**src/rtl/uart_alu_ctrl.sv**
```systemverilog
// uart_alu_ctrl: frames three RX bytes (A, B, opcode) into ALU operands,
// captures the ALU result and pushes it to the TX FIFO as one byte.
// An inter-byte timeout drops partial frames so the host can resync.
module uart_alu_ctrl #(
  parameter int NB_DATA     = 8,
  parameter int NB_OP       = 6,
  parameter int TIMEOUT_CYC = 1000000,
  parameter int NB_TIMEOUT  = 20
) (
  input  logic               i_clk,
  input  logic               reset,
  input  logic               rx_empty,
  input  logic [NB_DATA-1:0] r_data,
  output logic               rd_uart,
  input  logic               tx_full,
  output logic [NB_DATA-1:0] w_data,
  output logic               wr_uart,
  output logic [NB_DATA-1:0] o_alu_a,
  output logic [NB_DATA-1:0] o_alu_b,
  output logic [NB_OP-1:0]   o_alu_op,
  input  logic [NB_DATA-1:0] i_alu_result,
  output logic               o_busy,
  output logic               o_frame_err
);

  localparam int unsigned            TO_LAST  = TIMEOUT_CYC - 1;
  localparam logic [NB_TIMEOUT-1:0]  TO_LIMIT = TO_LAST[NB_TIMEOUT-1:0];

  typedef enum logic [2:0] {
    S_A,
    S_B,
    S_OP,
    S_EXEC,
    S_SEND
  } state_t;

  state_t                 state_q, state_d;
  logic [NB_DATA-1:0]     a_q, a_d;
  logic [NB_DATA-1:0]     b_q, b_d;
  logic [NB_OP-1:0]       op_q, op_d;
  logic [NB_DATA-1:0]     wdata_q, wdata_d;
  logic                   rd_q, rd_d;
  logic                   wr_q, wr_d;
  logic                   err_q, err_d;
  logic [NB_TIMEOUT-1:0]  cnt_q, cnt_d;
  logic                   accept;

  // State and datapath registers with synchronous reset.
  always_ff @(posedge i_clk) begin
    if (reset) begin
      state_q <= S_A;
      a_q     <= '0;
      b_q     <= '0;
      op_q    <= '0;
      wdata_q <= '0;
      rd_q    <= 1'b0;
      wr_q    <= 1'b0;
      err_q   <= 1'b0;
      cnt_q   <= '0;
    end else begin
      state_q <= state_d;
      a_q     <= a_d;
      b_q     <= b_d;
      op_q    <= op_d;
      wdata_q <= wdata_d;
      rd_q    <= rd_d;
      wr_q    <= wr_d;
      err_q   <= err_d;
      cnt_q   <= cnt_d;
    end
  end

  // Next-state, byte capture, timeout and FIFO strobe decisions.
  always_comb begin
    state_d = state_q;
    a_d     = a_q;
    b_d     = b_q;
    op_d    = op_q;
    wdata_d = wdata_q;
    rd_d    = 1'b0;
    wr_d    = 1'b0;
    err_d   = 1'b0;
    cnt_d   = cnt_q;
    // A pop issued last cycle has not reached the FIFO yet, so the head
    // word is stale for one cycle; skip evaluation while rd_q is high.
    accept  = !rx_empty && !rd_q;

    case (state_q)
      S_A: begin
        cnt_d = '0;
        if (accept) begin
          a_d     = r_data;
          rd_d    = 1'b1;
          state_d = S_B;
        end
      end
      S_B, S_OP: begin
        // Accept has priority over the timeout firing in the same cycle.
        if (accept) begin
          cnt_d = '0;
          rd_d  = 1'b1;
          if (state_q == S_B) begin
            b_d     = r_data;
            state_d = S_OP;
          end else begin
            op_d    = r_data[NB_OP-1:0];
            state_d = S_EXEC;
          end
        end else if (cnt_q == TO_LIMIT) begin
          cnt_d   = '0;
          err_d   = 1'b1;
          state_d = S_A;
        end else if (rx_empty) begin
          cnt_d = cnt_q + 1'b1;
        end
      end
      S_EXEC: begin
        cnt_d   = '0;
        wdata_d = i_alu_result;
        state_d = S_SEND;
      end
      S_SEND: begin
        if (!tx_full) begin
          wr_d    = 1'b1;
          state_d = S_A;
        end
      end
      default: state_d = S_A;
    endcase
  end

  assign rd_uart     = rd_q;
  assign wr_uart     = wr_q;
  assign o_frame_err = err_q;
  assign w_data      = wdata_q;
  assign o_alu_a     = a_q;
  assign o_alu_b     = b_q;
  assign o_alu_op    = op_q;
  assign o_busy      = (state_q != S_A);

endmodule

```
**config.mk**
```make
export PLATFORM = sky130hd
export DESIGN_NAME = uart_alu_ctrl
export DESIGN_NICKNAME = d
export VERILOG_FILES = /design/src/rtl/uart_alu_ctrl.sv
export SDC_FILE = /design/constraint.sdc
export NUM_CORES = 1
export LEC_CHECK = 0
export BUFFER_PORTS_ARGS = -buffer_cell sky130_fd_sc_hd__buf_4
export CAP_MARGIN = 5
export CORE_MARGIN = 10
export CORE_UTILIZATION = 48
export DETAILED_ROUTE_END_ITERATION = 16
export PLACE_DENSITY = 0.75
export SLEW_MARGIN = 40
export SYNTH_ARGS = -nofsm -noshare
export SYNTH_HDL_FRONTEND = slang
export SYNTH_SLANG_ARGS = --single-unit
```
**constraint.sdc**
```tcl
create_clock -name i_clk -period 1.6 [get_ports i_clk]
set_input_delay 0.32 -clock i_clk [delete_from_list [all_inputs] [get_ports i_clk]]
set_output_delay 0.32 -clock i_clk [all_outputs]
set_load 0.05 [all_outputs]
```
==> flow_metrics.env <==
export IMPL_grt_pass1_vias=2564
export IMPL_setup_tns_ns=-0.313
export IMPL_yosysTopAreaCell="dfxtp_1"
export IMPL_synthToLayoutAreaGrowth_pct=47.9
export IMPL_powerDensity_nw_per_um2=738
export IMPL_yosysMostFrequentCell="nand2_1"
export IMPL_finalNonFillerCells=487
export IMPL_ctsHtreeMaxLevel=2
export IMPL_place_ws_ns=-0.272
export IMPL_clock_power_share_pct=29.1
export IMPL_via_per_inst=5.64
export IMPL_synth_main_ff_cell="dfxtp_1"
export IMPL_status="finished, violations left"
export IMPL_critPathRequiredTime_ns=1.80
export IMPL_setup_viol=11
export IMPL_internal_power_uw=1960
export IMPL_max_vdd_ir_drop_v=0.000534
export IMPL_clock_latency_ns=0.31
export IMPL_route_vias_total=2747
export IMPL_rsz0062_at_grt="yes"
export IMPL_num_io_pins=54
export IMPL_grt_usage_pct=18.2
export IMPL_first_iter_violations=173
export IMPL_syn_avg_cell_area_um2=7.97
export IMPL_grt_ovfl_total=0
export IMPL_dp_hpwl_mm=5.49
export IMPL_drv_slew=0
export IMPL_violations="setup timing"
export IMPL_drt_pass1_iterations=5
export IMPL_total_power_uw=2730
export IMPL_p_sw_share_pct=28.1
export IMPL_whs_path_depth=2
export IMPL_path_max_fanout=8
export IMPL_reg2reg_from="cnt_q[6]$_SDFFE_PP0P_"
export IMPL_synth_area_top_cells="dfxtp_1, a21oi_1, nand2_1"
export IMPL_reg2reg_slack_ns=-0.07
export IMPL_worst_hold_slack_ns=0.167
export IMPL_worstReg2RegEnd="cnt_q[0]$_SDFFE_PP0P_"
export IMPL_endpoint_kind="flip-flop"
export IMPL_maxCapViolCount=0
export IMPL_clock_path_buffers=2
export IMPL_synth_nets=335
export IMPL_cts_root_buf="clkbuf_8"
export IMPL_cp_arrival_ns=1.88
export IMPL_antenna_left=0
export IMPL_fillers=373
export IMPL_synthArstFlopShare_pct=0
export IMPL_yosys_register_bits=56
export IMPL_n_antenna_cell=0
export IMPL_die_w_um=92.2
export IMPL_synthDistinctLibCells=46
export IMPL_dieArea_um2=8500
export IMPL_min_period_over_period_pct=105
export IMPL_dp_cells=467
export IMPL_grt_max_degree=26
export IMPL_core_area_um2=5070
export IMPL_synth_area_um2=2500
export IMPL_whs_endpoint="wr_uart$_SDFF_PP0_"
export IMPL_die_h_um=92.2
export IMPL_timing_final_crit_period_ns=1.67
export IMPL_synth_edf_count=0
export IMPL_rows=26
export IMPL_multi_input_area_um2=1470
export IMPL_cts_hold_buf=0
export IMPL_relSlewSlack_pct=69.8
export IMPL_cts_num_sinks=56
export IMPL_antenna_found_initial=0
export IMPL_seqPwrFrac_pct=52.8
export IMPL_min_path_type="in2reg"
export IMPL_skew_ns=0.00649
export IMPL_synth_top_cell_area_share_pct=44.8
export IMPL_tightest_slew_ns=0.452
export IMPL_start_util_pct=49.3
export IMPL_route_detailed_drc=0
export IMPL_drt_wl_total_mm=8.33
export IMPL_critPathLaunchType="flip-flop"
export IMPL_drive_above_1_share_pct=42.0
export IMPL_cts_tree="done"
export IMPL_layout_nets=437
export IMPL_p_switching_uw=768
export IMPL_hold_violations=0
export IMPL_hp_start="tx_full"
export IMPL_netlist_instances=314
export IMPL_r2r_cells=5
export IMPL_power_leakage_uw=0.00144
export IMPL_wl_per_cell_um=17.1
export IMPL_grt_pass1_wl_mm=13.0
export IMPL_yosysWarnings=0
export IMPL_final_seq_area_um2=1140
export IMPL_cts_buffers=5
export IMPL_place_congestion=0.938
export IMPL_fin_ws_ns=-0.0739
export IMPL_synth_seq_area_share_pct=44.8
export IMPL_synth_commonest_cells="nand2_1, dfxtp_1, a21oi_1, nand3_1, nor2_1"
export IMPL_p_comb_share_pct=18.1
export IMPL_critPathKind="reg2reg"
export IMPL_fmax_mhz=597
export IMPL_clkTransAtPathRegs_ns=0.10
export IMPL_port_buffers=53
[state kept, by name, summed over array words and instances, names as in the netlist]
name,flops
rd_uart,1
o_alu_a,8
o_alu_b,8
wr_uart,1
cnt_q,20
w_data,8
o_frame_err,1
o_alu_op,6
state_q,3
[per-stage QoR]
step | util [%] | cell area [µm²]
after floorplan | - | 2530
after global placement | 64.8 | 3290
after detailed placement | 64.8 | 3290
after CTS | 69.9 | 3550
after global routing | 73.0 | 3700
final | 73.0 | 3700
[how the worst max path moves through the flow]
stage	start	to	slack, ns	depth (start not counted)
5_1_grt	cnt_q[6]$_SDFFE_PP0P_	cnt_q[12]$_SDFFE_PP0P_	-0.11	6
4_1_cts	state_q[0]$_SDFFE_PP0P_	o_busy	-0.03	3
6_report	cnt_q[6]$_SDFFE_PP0P_	cnt_q[0]$_SDFFE_PP0P_	-0.07	5
3_3_place_gp	cnt_q[15]$_SDFFE_PP0P_	cnt_q[18]$_SDFFE_PP0P_	-0.23	5
2_1_floorplan	cnt_q[0]$_SDFFE_PP0P_	cnt_q[5]$_SDFFE_PP0P_	0.02	6
3_5_place_dp	cnt_q[11]$_SDFFE_PP0P_	cnt_q[18]$_SDFFE_PP0P_	-0.27	5
[final cells by class]
class                   count  area share [%]
clock buffers               6            2.23
clock inverters             2           0.270
inverters                   8           0.811
multi-input cells         234            39.6
flip-flops and latches     56            30.9
well taps                  70            2.37
repair buffers            111            23.9
[logic make-up (layout without fill, tap and decap cells)]
kind of cell / count (synthesis) / in the layout / synth area share, %
buffers and inverters: 25 / 127 / 4.90
AND/OR/NAND/NOR: 148 / 148 / 28.3
adder cells (fa/ha/maj): 1 / 1 / 0.500
multiplexers: 1 / 1 / 0.450
XOR/XNOR: 1 / 1 / 0.650
flip-flops: 56 / 56 / 44.8
AO/OA/AOI/OAI: 82 / 83 / 20.4
[critical path, cell delays in order, from the launching register on]
cell and delay, ns:
dfxtp_2 0.35, nor4_4 0.31, and4_4 0.39, buf_6 0.13, a211oi_4 0.09, mux2_2 0.29
[cell usage in the layout, fill, tap and decap left out, types with 2 or more instances in the layout]
| cell type | instances |
|---|---|
| o21ai_1 | 8 |
| nand4_1 | 3 |
| nand3_1 | 34 |
| a31oi_1 | 9 |
| nor2b_1 | 3 |
| nor2_2 | 5 |
| and3_1 | 3 |
| a21oi_4 | 2 |
| dfxtp_1 | 41 |
| buf_6 | 5 |
| a41oi_1 | 4 |
| buf_4 | 103 |
| nand2_1 | 57 |
| or2_2 | 3 |
| a21oi_2 | 4 |
| a211oi_4 | 2 |
| nand2b_1 | 2 |
| o31ai_1 | 2 |
| a41oi_2 | 2 |
| a21oi_1 | 41 |
| nor3_1 | 3 |
| clkbuf_8 | 6 |
| buf_12 | 2 |
| inv_1 | 8 |
| clkinv_2 | 2 |
| nor2_1 | 15 |
| dfxtp_2 | 14 |
[layer usage]
metal,share of wire [%],GRT usage (%),wire (µm),vias up
li1,-,-,-,1317
met1,41,22.4,3390,1269
met3,7.6,3.83,631,29
met4,2.9,6.43,245,0
met5,0,0,0,-
met2,49,30.5,4060,132
[power groups by stage]
stage                     Clock (µW)  Sequential (µW)  Combinational [µW]
after CTS                        811             1440                 473
after floorplan                    0             1570                 166
after global placement             0             1470                 431
after global routing             854             1450                 528
after detailed placement           0             1470                 437
final                            795             1440                 494
[timing repair]
item / in CTS / in global routing
setup endpoints to repair: 23 / 24
pin swaps: 9 / 8
setup buffers: 8 / 3
gates cloned: 0 / 1
resized for setup: 23 / 33
No activity file was read; power rests on OpenSTA's default activity.
